`config.mk`:
```
export PLATFORM = sky130hd
export DESIGN_NAME = microcode_sequencer
export DESIGN_NICKNAME = d
export VERILOG_FILES = /design/src/rtl/microcode_sequencer.sv
export SDC_FILE = /design/constraint.sdc
export NUM_CORES = 1
export LEC_CHECK = 0
export ABC_AREA = 1
export CORE_ASPECT_RATIO = 0.75
export CORE_UTILIZATION = 30
export CTS_CLUSTER_DIAMETER = 200
export DETAILED_ROUTE_END_ITERATION = 7
export HOLD_SLACK_MARGIN = 0.03
export MAX_ROUTING_LAYER = met4
export SYNTH_ARGS = -nofsm -noshare
export SYNTH_HDL_FRONTEND = slang
export SYNTH_SLANG_ARGS = --single-unit
```
`constraint.sdc`:
```
create_clock -name clock -period 3.6 [get_ports clock]
set_clock_uncertainty 0.15 [all_clocks]
set_input_delay 0.72 -clock clock [delete_from_list [all_inputs] [get_ports clock]]
set_output_delay 0.72 -clock clock [all_outputs]
set_load 0.005 [all_outputs]
```
`src/rtl/microcode_sequencer.sv`:
```
// rtl/microcode_sequencer.sv - microcode next-address sequencer with return stack
module microcode_sequencer #(
    parameter logic [8:0] RESET_ADDR  = 9'd0,
    parameter logic [8:0] EXC_ADDR    = 9'd1,
    parameter int         STACK_DEPTH = 4
) (
    input  logic       clock,
    input  logic       reset_n,
    input  logic [2:0] branch_op,
    input  logic [8:0] branch_tgt,
    input  logic [2:0] cond_sel,
    input  logic [7:0] cond_flags,
    input  logic [8:0] dispatch_addr,
    input  logic       exc_req,
    input  logic       stall,
    output logic [8:0] micro_pc,
    output logic [8:0] cur_pc,
    output logic       micro_valid,
    output logic [3:0] stack_count,
    output logic       stack_error
);

    localparam logic [2:0] OP_NEXT     = 3'd0;
    localparam logic [2:0] OP_JUMP     = 3'd1;
    localparam logic [2:0] OP_BR_T     = 3'd2;
    localparam logic [2:0] OP_BR_F     = 3'd3;
    localparam logic [2:0] OP_CALL     = 3'd4;
    localparam logic [2:0] OP_RET      = 3'd5;
    localparam logic [2:0] OP_DISPATCH = 3'd6;
    localparam logic [2:0] OP_WAIT     = 3'd7;

    localparam logic [3:0] DEPTH = 4'(STACK_DEPTH);

    // Storage sized for the largest supported depth; only the first STACK_DEPTH entries are used.
    logic [8:0] stack_mem [0:7];

    logic [8:0] inc;
    logic       cond;
    logic [2:0] top_idx;
    logic [8:0] next_pc;
    logic       do_push;
    logic       do_pop;
    logic       set_err;
    logic       clr_stack;

    assign inc      = cur_pc + 9'd1;
    assign cond     = cond_flags[cond_sel];
    assign top_idx  = stack_count[2:0] - 3'd1;
    assign micro_pc = next_pc;

    // Next-address selection: stall > exception > branch field; ROM holds RESET_ADDR until first fetch.
    always_comb begin
        next_pc   = inc;
        do_push   = 1'b0;
        do_pop    = 1'b0;
        set_err   = 1'b0;
        clr_stack = 1'b0;
        if (!micro_valid) begin
            next_pc = RESET_ADDR;
        end else if (stall) begin
            next_pc = cur_pc;
        end else if (exc_req) begin
            next_pc   = EXC_ADDR;
            clr_stack = 1'b1;
        end else begin
            case (branch_op)
                OP_NEXT:     next_pc = inc;
                OP_JUMP:     next_pc = branch_tgt;
                OP_BR_T:     next_pc = cond ? branch_tgt : inc;
                OP_BR_F:     next_pc = cond ? inc : branch_tgt;
                OP_CALL: begin
                    next_pc = branch_tgt;
                    if (stack_count == DEPTH) set_err = 1'b1;
                    else                      do_push = 1'b1;
                end
                OP_RET: begin
                    if (stack_count == 4'd0) begin
                        next_pc = RESET_ADDR;
                        set_err = 1'b1;
                    end else begin
                        next_pc = stack_mem[top_idx];
                        do_pop  = 1'b1;
                    end
                end
                OP_DISPATCH: next_pc = dispatch_addr;
                OP_WAIT:     next_pc = cond ? inc : cur_pc;
                default:     next_pc = inc;
            endcase
        end
    end

    // Sequencer state: current address, valid flag, stack occupancy and sticky error.
    always_ff @(posedge clock or negedge reset_n) begin
        if (!reset_n) begin
            cur_pc      <= RESET_ADDR;
            micro_valid <= 1'b0;
            stack_count <= 4'd0;
            stack_error <= 1'b0;
        end else begin
            cur_pc      <= next_pc;
            micro_valid <= 1'b1;
            if (clr_stack)    stack_count <= 4'd0;
            else if (do_push) stack_count <= stack_count + 4'd1;
            else if (do_pop)  stack_count <= stack_count - 4'd1;
            if (set_err) stack_error <= 1'b1;
        end
    end

    // Return-stack contents carry no reset; occupancy alone defines what is valid.
    always_ff @(posedge clock) begin
        if (do_push) stack_mem[stack_count[2:0]] <= inc;
    end

endmodule

```
* Yosys cells after proc, flatten, opt, wreduce, memory -nomap -nowiden
Memory sizes are Yosys's and may differ from the RTL's.
Index checks and enable logic that the tools add are counted.
** Word-level totals
- Register bits :: 15
- Bits in latches :: 0
- RAM bits :: 72
- Bits in read-only memories :: 0
- Input port bits :: 36
- Output and inout port bits :: 24
- Logic and storage cells :: 56
- Memories kept :: 1
** Memories
- stack_mem :: words 8, bits a word 9, rd ports 1, clocked after memory_dff 0, wr ports 1, line 35 : logic [8:0] stack_mem [0:7];
** Cells by class
- Add/subtract/negate cells :: 4
- Multiply operators :: 0
- Divide/modulo/power cells :: 0
- Magnitude comparators :: 1
- Eq/ne operators :: 8
- Shifts and indexed selects :: 0
- Muxes and demuxes :: 34
- Bitwise logic cells :: 0
- Reductions and logical operators :: 4
** Operators with widths (count)
- $mux 9 :: 7
- $pmux 9 s7 :: 1
- $mux 1 :: 21
- $eq 3x3->1 const B :: 4
- $mux 4 :: 3
- $add 9x1->9 const B :: 1
- $eq 3x2->1 const B :: 2
- $add 4x1->4 const B :: 1
- $eq 4x3->1 const B :: 1
- $logic_not 4->1 :: 1
- $lt 3x4->1 const B :: 1
- $sub 4x1->4 const B :: 1
- $bmux 1 s3 :: 1
- $eq 3x1->1 const B :: 1
- $logic_not 3->1 :: 1
- $reduce_bool 3->1 :: 1
- $sub 3x1->3 const B :: 1
- $pmux 1 s2 :: 1
- $reduce_or 2->1 :: 1

* Logic depth before layout (Yosys ltp)
Gate-level depths: netlist of run 1.
- Depth after elaboration :: 9
- Mapped depth :: 16

* Least setup slack after synthesis of run 1
No wires, ideal clock.
- Path kind :: reg-to-output
- Start point :: register stack_count[0]
- End point :: output micro_pc[7]
- Data arrival time :: 2187 ps
- Required time :: 2730 ps
- Path slack :: 543 ps
- Cell stages (with the launch flop) :: 17
- Cell sequence :: dfrtp_1 > inv_2 > clkbuf_1 > ha_1 > buf_2 > inv_2 > buf_2 > nand3_1 > nand3_1 > nand3_1 > nand2_1 > inv_2 > nand2_1 > inv_2 > nand2_1 > nand2_1 > a21oi_2
** On the way
- Word-level cells in the longest chain between the ends :: 7
- Elaborated cells between the ends (all ways) :: 8
- Classes of those cells :: add/sub (1); mux (5); reduce/logical (1); memory (1)
** Ends and longest elaborated chain
- start, declared :: line 19 : output logic [3:0] stack_count,
- start signal, assigned :: line 103 : else if (do_push) stack_count <= stack_count + 4'd1;
- start signal, assigned :: line 104 : else if (do_pop) stack_count <= stack_count - 4'd1;
- $sub 3x1->3 :: line 48 : assign top_idx = stack_count[2:0] - 3'd1;
- $mem_v2 8x9
- $mux 9 (*) :: line 77 : if (stack_count == 4'd0) begin
- $pmux 9 s7 (*) :: line 66 : case (branch_op)
- $mux 9 (*) :: line 62 : end else if (exc_req) begin
- $mux 9 (*) :: line 60 : end else if (stall) begin
- $mux 9 (*) :: line 58 : if (!micro_valid) begin
- end, declared :: line 16 : output logic [8:0] micro_pc,
Mark *: on every way between the ends. The rest lies on a longest branch, timed or not.

* Final worst setup path of run 1
- Start point :: input cond_flags[1]
- End point :: output micro_pc[5]
** On the way
- Word-level cells in the longest chain between the ends :: 7
- Elaborated cells between the ends (all ways) :: 9
- Classes of those cells :: mux (9)
** Ends and longest elaborated chain
- start, declared :: line 12 : input logic [7:0] cond_flags,
- $bmux 1 s3 (*) :: line 47 : assign cond = cond_flags[cond_sel];
- $mux 1 (implied by the code) (*) :: line 47
- $mux 9 (on tied branches) :: line 86, 69, 70
- $pmux 9 s7 (*) :: line 66
- $mux 9 (*) :: line 62
- $mux 9 (*) :: line 60
- $mux 9 (*) :: line 58
Mark *: on every way between the ends. The rest lies on a longest branch, timed or not. The select of a mux whose other input is x is not followed.

==> summary.md, run 1 <==
| Metric | Value |
|---|---|
| Vias in the first global route | 4,368 |
| GPL Wtd Cong | 0.9005 |
| Number of synthesized flops with an enable pin | 72 |
| Fin crit period | 3.479 ns |
| Clock Tree Buf Depth | 2 |
| Remaining global-route overflow | 0 |
| Slew margin rel. | 49.42% |
| Worst Hold Class | flip-flop to flip-flop |
| I/O Buffers | between 50 and 60 |
| Required time worst endpoint | 2.73 ns |
| Initial antenna violation count | 0 |
| Seq/Total Area, Yosys | 49.56% |
| Die area | 17,600 um^2 |
| Reg clk slew, reported paths | 0.07 ns |
| Worst setup path class | input pin to output pin |
| Fraction of layout cells with a size suffix above 1 | 15.12% |
| CP max FO | 7 |
| Overall routing resource usage | ~18% |
| Final Power | 2.862 mW |
| Yosys reg bits | 87 |
| Drc violations | 0 |
| Final Cell Area | 6689 um^2 |
| CTS tree | yes |
| Synth Instances | around 660 |
| Layout Nets | 811 |
| Syn_nets | between 700 and 800 |
| Period utilization | 96.64% |
| Post-placement cell area | 6280 um^2 |
| Total Routed Length | 14,710 um |
| ANT nets after route | 0 |
| Area contributors post-synth | edfxtp_1, nand2_1, inv_1 |
| Crit path arrival time | roughly 2.6 ns |
| Power per cell area | 427.8 nW/um^2 |
| Fmax | 287.4 MHz |
| Most common cell in the netlist | nand2_1 |
| First-pass GRT wire length | between 20,000 and 25,000 um |
| Crit path launch type | input pin |
| Count of cell types in the netlist | 32 |
| Top post-synthesis cells by count | nand2_1, inv_1, nand3_1 |
| P_leak | 3.241 nW |
| Overall via count from detail_route | 4,557 |
| Max-cap violation count | 0 |
| Core Rows | 40 |
| Largest net degree at the start of global routing | 39 |
| First-pass DRT Iterations | 5 |
| Synth-to-layout area growth | 30.65% |
| Final setup fails | 0 |
| CTS Sinks | 87 |
| Synth Cell Area | 5120 um^2 |
| Cell accounting for the most synthesized area | edfxtp_1 |
| Die span in y | 115.1 um |
| Worst-margin pin slew | around 0.76 ns |
| Initial Util | 31.28% |
| Die W | ~150 um |
| DP HPWL | 10,250 um |
| Cts bufs inserted | 9 |
| ANT cells | 0 |
| Core area | roughly 16,000 um^2 |
| Final-report hold violation count | 0 |
| Initial DRC Count | 434 |
| H-tree depth | 3 |
| Syn Area/Cell | 7.769 um^2 |
| Warnings from Yosys | 0 |
| Worst VDD drop | 278.8 uV |
| Finished Core Util | around 41% |
| Area share of the largest cell type after synthesis | a little over two fifths |
| Dominant synthesized flop cell | edfxtp_1 |
| Io pins | 60 |
| Asr flop ratio synth | 17.24% |
| Setup crit end kind | output pin |
| Routed vias/inst | 4.631 |
| Final count of pins violating max slew | 0 |
| Status | finished clean |
| Avg WL per Cell | 14.95 um |
| Root buffer cell | clkbuf_16 |
| Worst-Skew Late Latency | about 0.34 ns |
placed cells by master (no fill, tap or decap), types with 9 or more instances in the layout:
cell type,instances
a21oi_1,12
inv_1,121
nor3_1,10
buf_4,49
inv_2,17
nand2_1,227
dfrtp_1,15
edfxtp_1,72
a21oi_2,9
o21ai_0,24
nand3_1,86
clkbuf_16,9
clkdlybuf4s50_1,45
critical path: stages:
cell	delay (ns)
clkdlybuf4s50_1	0.40
inv_1	0.05
nand2_1	0.04
nand3_1	0.13
nand3_4	0.11
nand2_8	0.11
clkinvlp_4	0.18
buf_4	0.18
nand2_1	0.04
nand2_1	0.05
nand2_1	0.07
nand2_1	0.07
a21oi_2	0.19
dlygate4sd2_1	0.26
layout make-up:
type                            instances  area (um^2)
Inverter                              144        546.8
Sequential cell                        87         2537
Fill cell                            1661         9677
Multi-Input combinational cell        410         1971
Clock buffer                            9        225.2
Timing Repair Buffer                  117         1100
Tap cell                              210        262.8
Clock inverter                          7        46.29
where the power goes:
part | switching, mW | internal (mW) | leakage (nW)
Clock | 0.401 | 0.468 | 0.130
Sequential | 0.0300 | 1.12 | 0.853
Combinational | 0.504 | 0.338 | 2.26
through the flow:
step | TNS, ns | instances | worst slack (ns) | hold slack (ns)
floorplan | 0 | 659 | 0.5429 | 0.2744
global placement | -1.636 | 957 | -0.2072 | 0.3311
detailed placement | -1.678 | 957 | -0.2026 | 0.3217
CTS | 0 | 978 | 0.004682 | 0.3467
global route | -0.01574 | 984 | -0.01574 | 0.3807
finish | 0 | 984 | 0.1209 | 0.3383
cells by family (layout without fill, tap and decap cells):
group                    after synthesis  count (layout)  synth area share [%]
buffers and inverters                162             277                 12.44
flip-flops                            87              87                 49.56
AO/OA/AOI/OAI                         52              52                 5.963
adder cells (fa/ha/maj)                6               6                 1.613
other                                  1               1               0.07324
AND/OR/NAND/NOR                      345             345                 29.03
XOR/XNOR                               6               6                 1.320
timing repair:
item,in CTS,in global routing
pin swaps,5,5
resized for setup,19,10
endpoints found under the setup margin,9,7
setup buffers,5,6
hold buffers,0,0
sequential cells by signal, indices dropped and copies added (netlist names):
register,cells
cur_pc,9
micro_valid,1
stack_count,4
stack_error,1
stack_mem,72
per-layer routing:
layer  up-vias  part of all wire [%]  global-route usage, %
met1      2081                    52                  26.24
met4         0                   1.3                  5.051
met3        14                   7.3                  4.523
li1       2289                     -                      -
met5         -                     0                      -
met2       173                    39                  24.59
worst paths after layout:
kind                               start              to  slack (ns)  depth (start not counted)
setup / recovery           cond_flags[1]     micro_pc[5]        0.12                         14
hold / removal               stack_error     stack_error        0.34                          1
setup reg to reg             micro_valid  stack_count[3]        1.16                         11
hold reg to reg              stack_error     stack_error        0.34                          1
max in group asynchronous        reset_n       cur_pc[3]        2.15                          1
min in group asynchronous        reset_n       cur_pc[0]        0.67                          1
Power figures use the tool's default switching activity.
==> run 2: changes to the inputs <==
==> constraint.sdc (replaced) <==
create_clock -name clock -period 3.8 [get_ports clock]
set_clock_uncertainty 0.15 [all_clocks]
set_input_delay 0.76 -clock clock [delete_from_list [all_inputs] [get_ports clock]]
set_output_delay 0.76 -clock clock [all_outputs]
set_load 0.005 [all_outputs]
==> summary.md, run 2 (synthesis results as in run 1) <==
| Metric | Value |
|---|---|
| Cts bufs inserted | 9 |
| Fraction of layout cells with a size suffix above 1 | between 10% and 20% |
| CTS tree | yes |
| Number of flip-flops in the largest register | 72 |
| Setup TNS | 0 ns |
| Worst-Skew Late Latency | 0.34 ns |
| Worst-margin pin slew | 0.7783 ns |
| Worst VDD drop | 310.9 uV |
| ANT cells | 0 |
| P_leak | 3.207 nW |
| Die area | 17,600 um^2 |
| Root buffer cell | clkbuf_16 |
| Crit path arrival time | 2.72 ns |
| Die W | 152.9 um |
| Drc violations | 0 |
| I/O Buffers | 59 |
| Max-cap violation count | 0 |
| Final-report hold violation count | 0 |
| Power per cell area | 435.7 nW/um^2 |
| Initial DRC Count | 524 |
| Multi-input logic area | 1971 um^2 |
| RSZ-0062 raised after global routing | false |
| Slew margin rel. | 47.95% |
| Final count of pins violating max slew | 0 |
| Initial antenna violation count | 0 |
| First-pass GRT wire length | 23,360 um |
| Sequential cell area | between 2000 and 3000 um^2 |
| Die span in y | 115.1 um |
| Combinational Power Share | between 20% and 30% |
| Hold_ws | 0.3553 ns |
| Overall routing resource usage | 18.17% |
| Reg clk slew, reported paths | 0.07 ns |
| H-tree depth | 3 |
| Fmax | 275.8 MHz |
| Synth-to-layout area growth | 29.57% |
| Sw power | 0.8725 mW |
| Routed vias/inst | 4.668 |
| Initial Util | a little under a third |
| Largest net degree at the start of global routing | 39 |
| Core Rows | 40 |
| CP max FO | 6 |
| DP HPWL | 10,280 um |
| Status | finished clean |
| Clock Tree Buf Depth | 2 |
| First-pass DRT Iterations | 7 |
| Final setup fails | 0 |
| Most common cell after layout, fill and taps aside | nand2_1 |
| Layout Nets | ~800 |
| Total Routed Length | between 10,000 and 15,000 um |
| Clock group share of total power | between 30% and 40% |
| Remaining global-route overflow | 0 |
| Most frequent cells in the layout | nand2_1, inv_1, nand3_1 |
| Final Cell Area | 6634 um^2 |
| Setup crit end kind | output pin |
| Worst Hold Class | flip-flop to flip-flop |
| Period utilization | a little over nine tenths |
| Overall via count from detail_route | 4,528 |
| Avg WL per Cell | 15.14 um |
| Internal | 2.018 mW |
| CTS Sinks | 87 |
| Crit path launch type | input pin |
| Io pins | 60 |
| Required time worst endpoint | 2.89 ns |
| Core area | 16,370 um^2 |
| Sw frac | 30.19% |
| ANT nets after route | 0 |
| Worst setup path class | input pin to output pin |
| Post-placement cell area | 6242 um^2 |
| Vias in the first global route | 4,308 |
| Sequential share of power | 37.7% |
| GPL Wtd Cong | 0.9170 |
| Fin crit period | 3.626 ns |
| FILL cells | between 1,500 and 2,000 |
## run 2: layout make-up
| type | instances | area share, % |
|---|---|---|
| multi-input cells | 410 | 29.71 |
| clock buffers | 9 | 3.395 |
| well taps | 210 | 3.961 |
| flip-flops and latches | 87 | 38.25 |
| repair buffers | 102 | 14.54 |
| repair inverters | 1 | 0.1132 |
| clock inverters | 7 | 1.792 |
| inverters | 144 | 8.242 |
## run 2: critical path, cell delays in order
cell             delay, ns
clkdlybuf4s50_1       0.49
inv_2                 0.06
buf_4                 0.15
nand3_1               0.07
nand2_1               0.09
buf_12                0.16
buf_4                 0.13
a21oi_2               0.13
nand2_1               0.08
inv_2                 0.05
nand2_1               0.04
inv_1                 0.04
nand2_1               0.04
nand2_1               0.07
a21oi_2               0.06
dlygate4sd2_1         0.28
## run 2: worst paths after layout
| path | start | end | slack (ns) | cells past startpoint |
|---|---|---|---|---|
| hold reg to reg | stack_error | stack_error | 0.36 | 1 |
| max in group asynchronous | reset_n | cur_pc[7] | 2.28 | 1 |
| hold / removal | stack_error | stack_error | 0.36 | 1 |
| min in group asynchronous | reset_n | cur_pc[0] | 0.72 | 1 |
| setup / recovery | branch_op[1] | micro_pc[3] | 0.17 | 16 |
| setup reg to reg | micro_valid | stack_count[3] | 1.38 | 11 |
## run 2: per-stage QoR
stage          util [%]  instances  power [mW]  setup slack [ns]
4_1_cts           40.39        970       2.910          0.002352
3_5_place_dp      38.14        952       1.883           -0.1260
2_1_floorplan         -        659       1.557            0.7029
3_3_place_gp      38.14        952       1.882          -0.09452
6_report          40.54        970       2.890            0.1736
5_1_grt           40.54        970       3.044          0.001347
## run 2: layer usage
| metal | vias to the layer above | global-route usage [%] | part of all wire, % |
|---|---|---|---|
| met5 | - | - | 0 |
| met4 | 0 | 4.646 | 1.3 |
| met3 | 19 | 3.995 | 7.8 |
| met2 | 176 | 25.05 | 40 |
| met1 | 2075 | 26.56 | 50 |
| li1 | 2258 | - | - |
## run 2: power groups by stage
stage | Combinational (mW) | Sequential, mW | Clock (mW)
floorplan | 0.454 | 1.10 | 0
global placement | 0.775 | 1.11 | 0
detailed placement | 0.775 | 1.11 | 0
CTS | 0.787 | 1.09 | 1.03
global route | 0.877 | 1.09 | 1.07
finish | 0.789 | 1.09 | 1.01
## run 2: timing repair
item,4_1_cts,5_1_grt
setup endpoints to repair,9,4
gates resized for setup,13,8
setup buffers,1,0
cloned,1,0
pin swaps,2,2
hold buffers,0,0
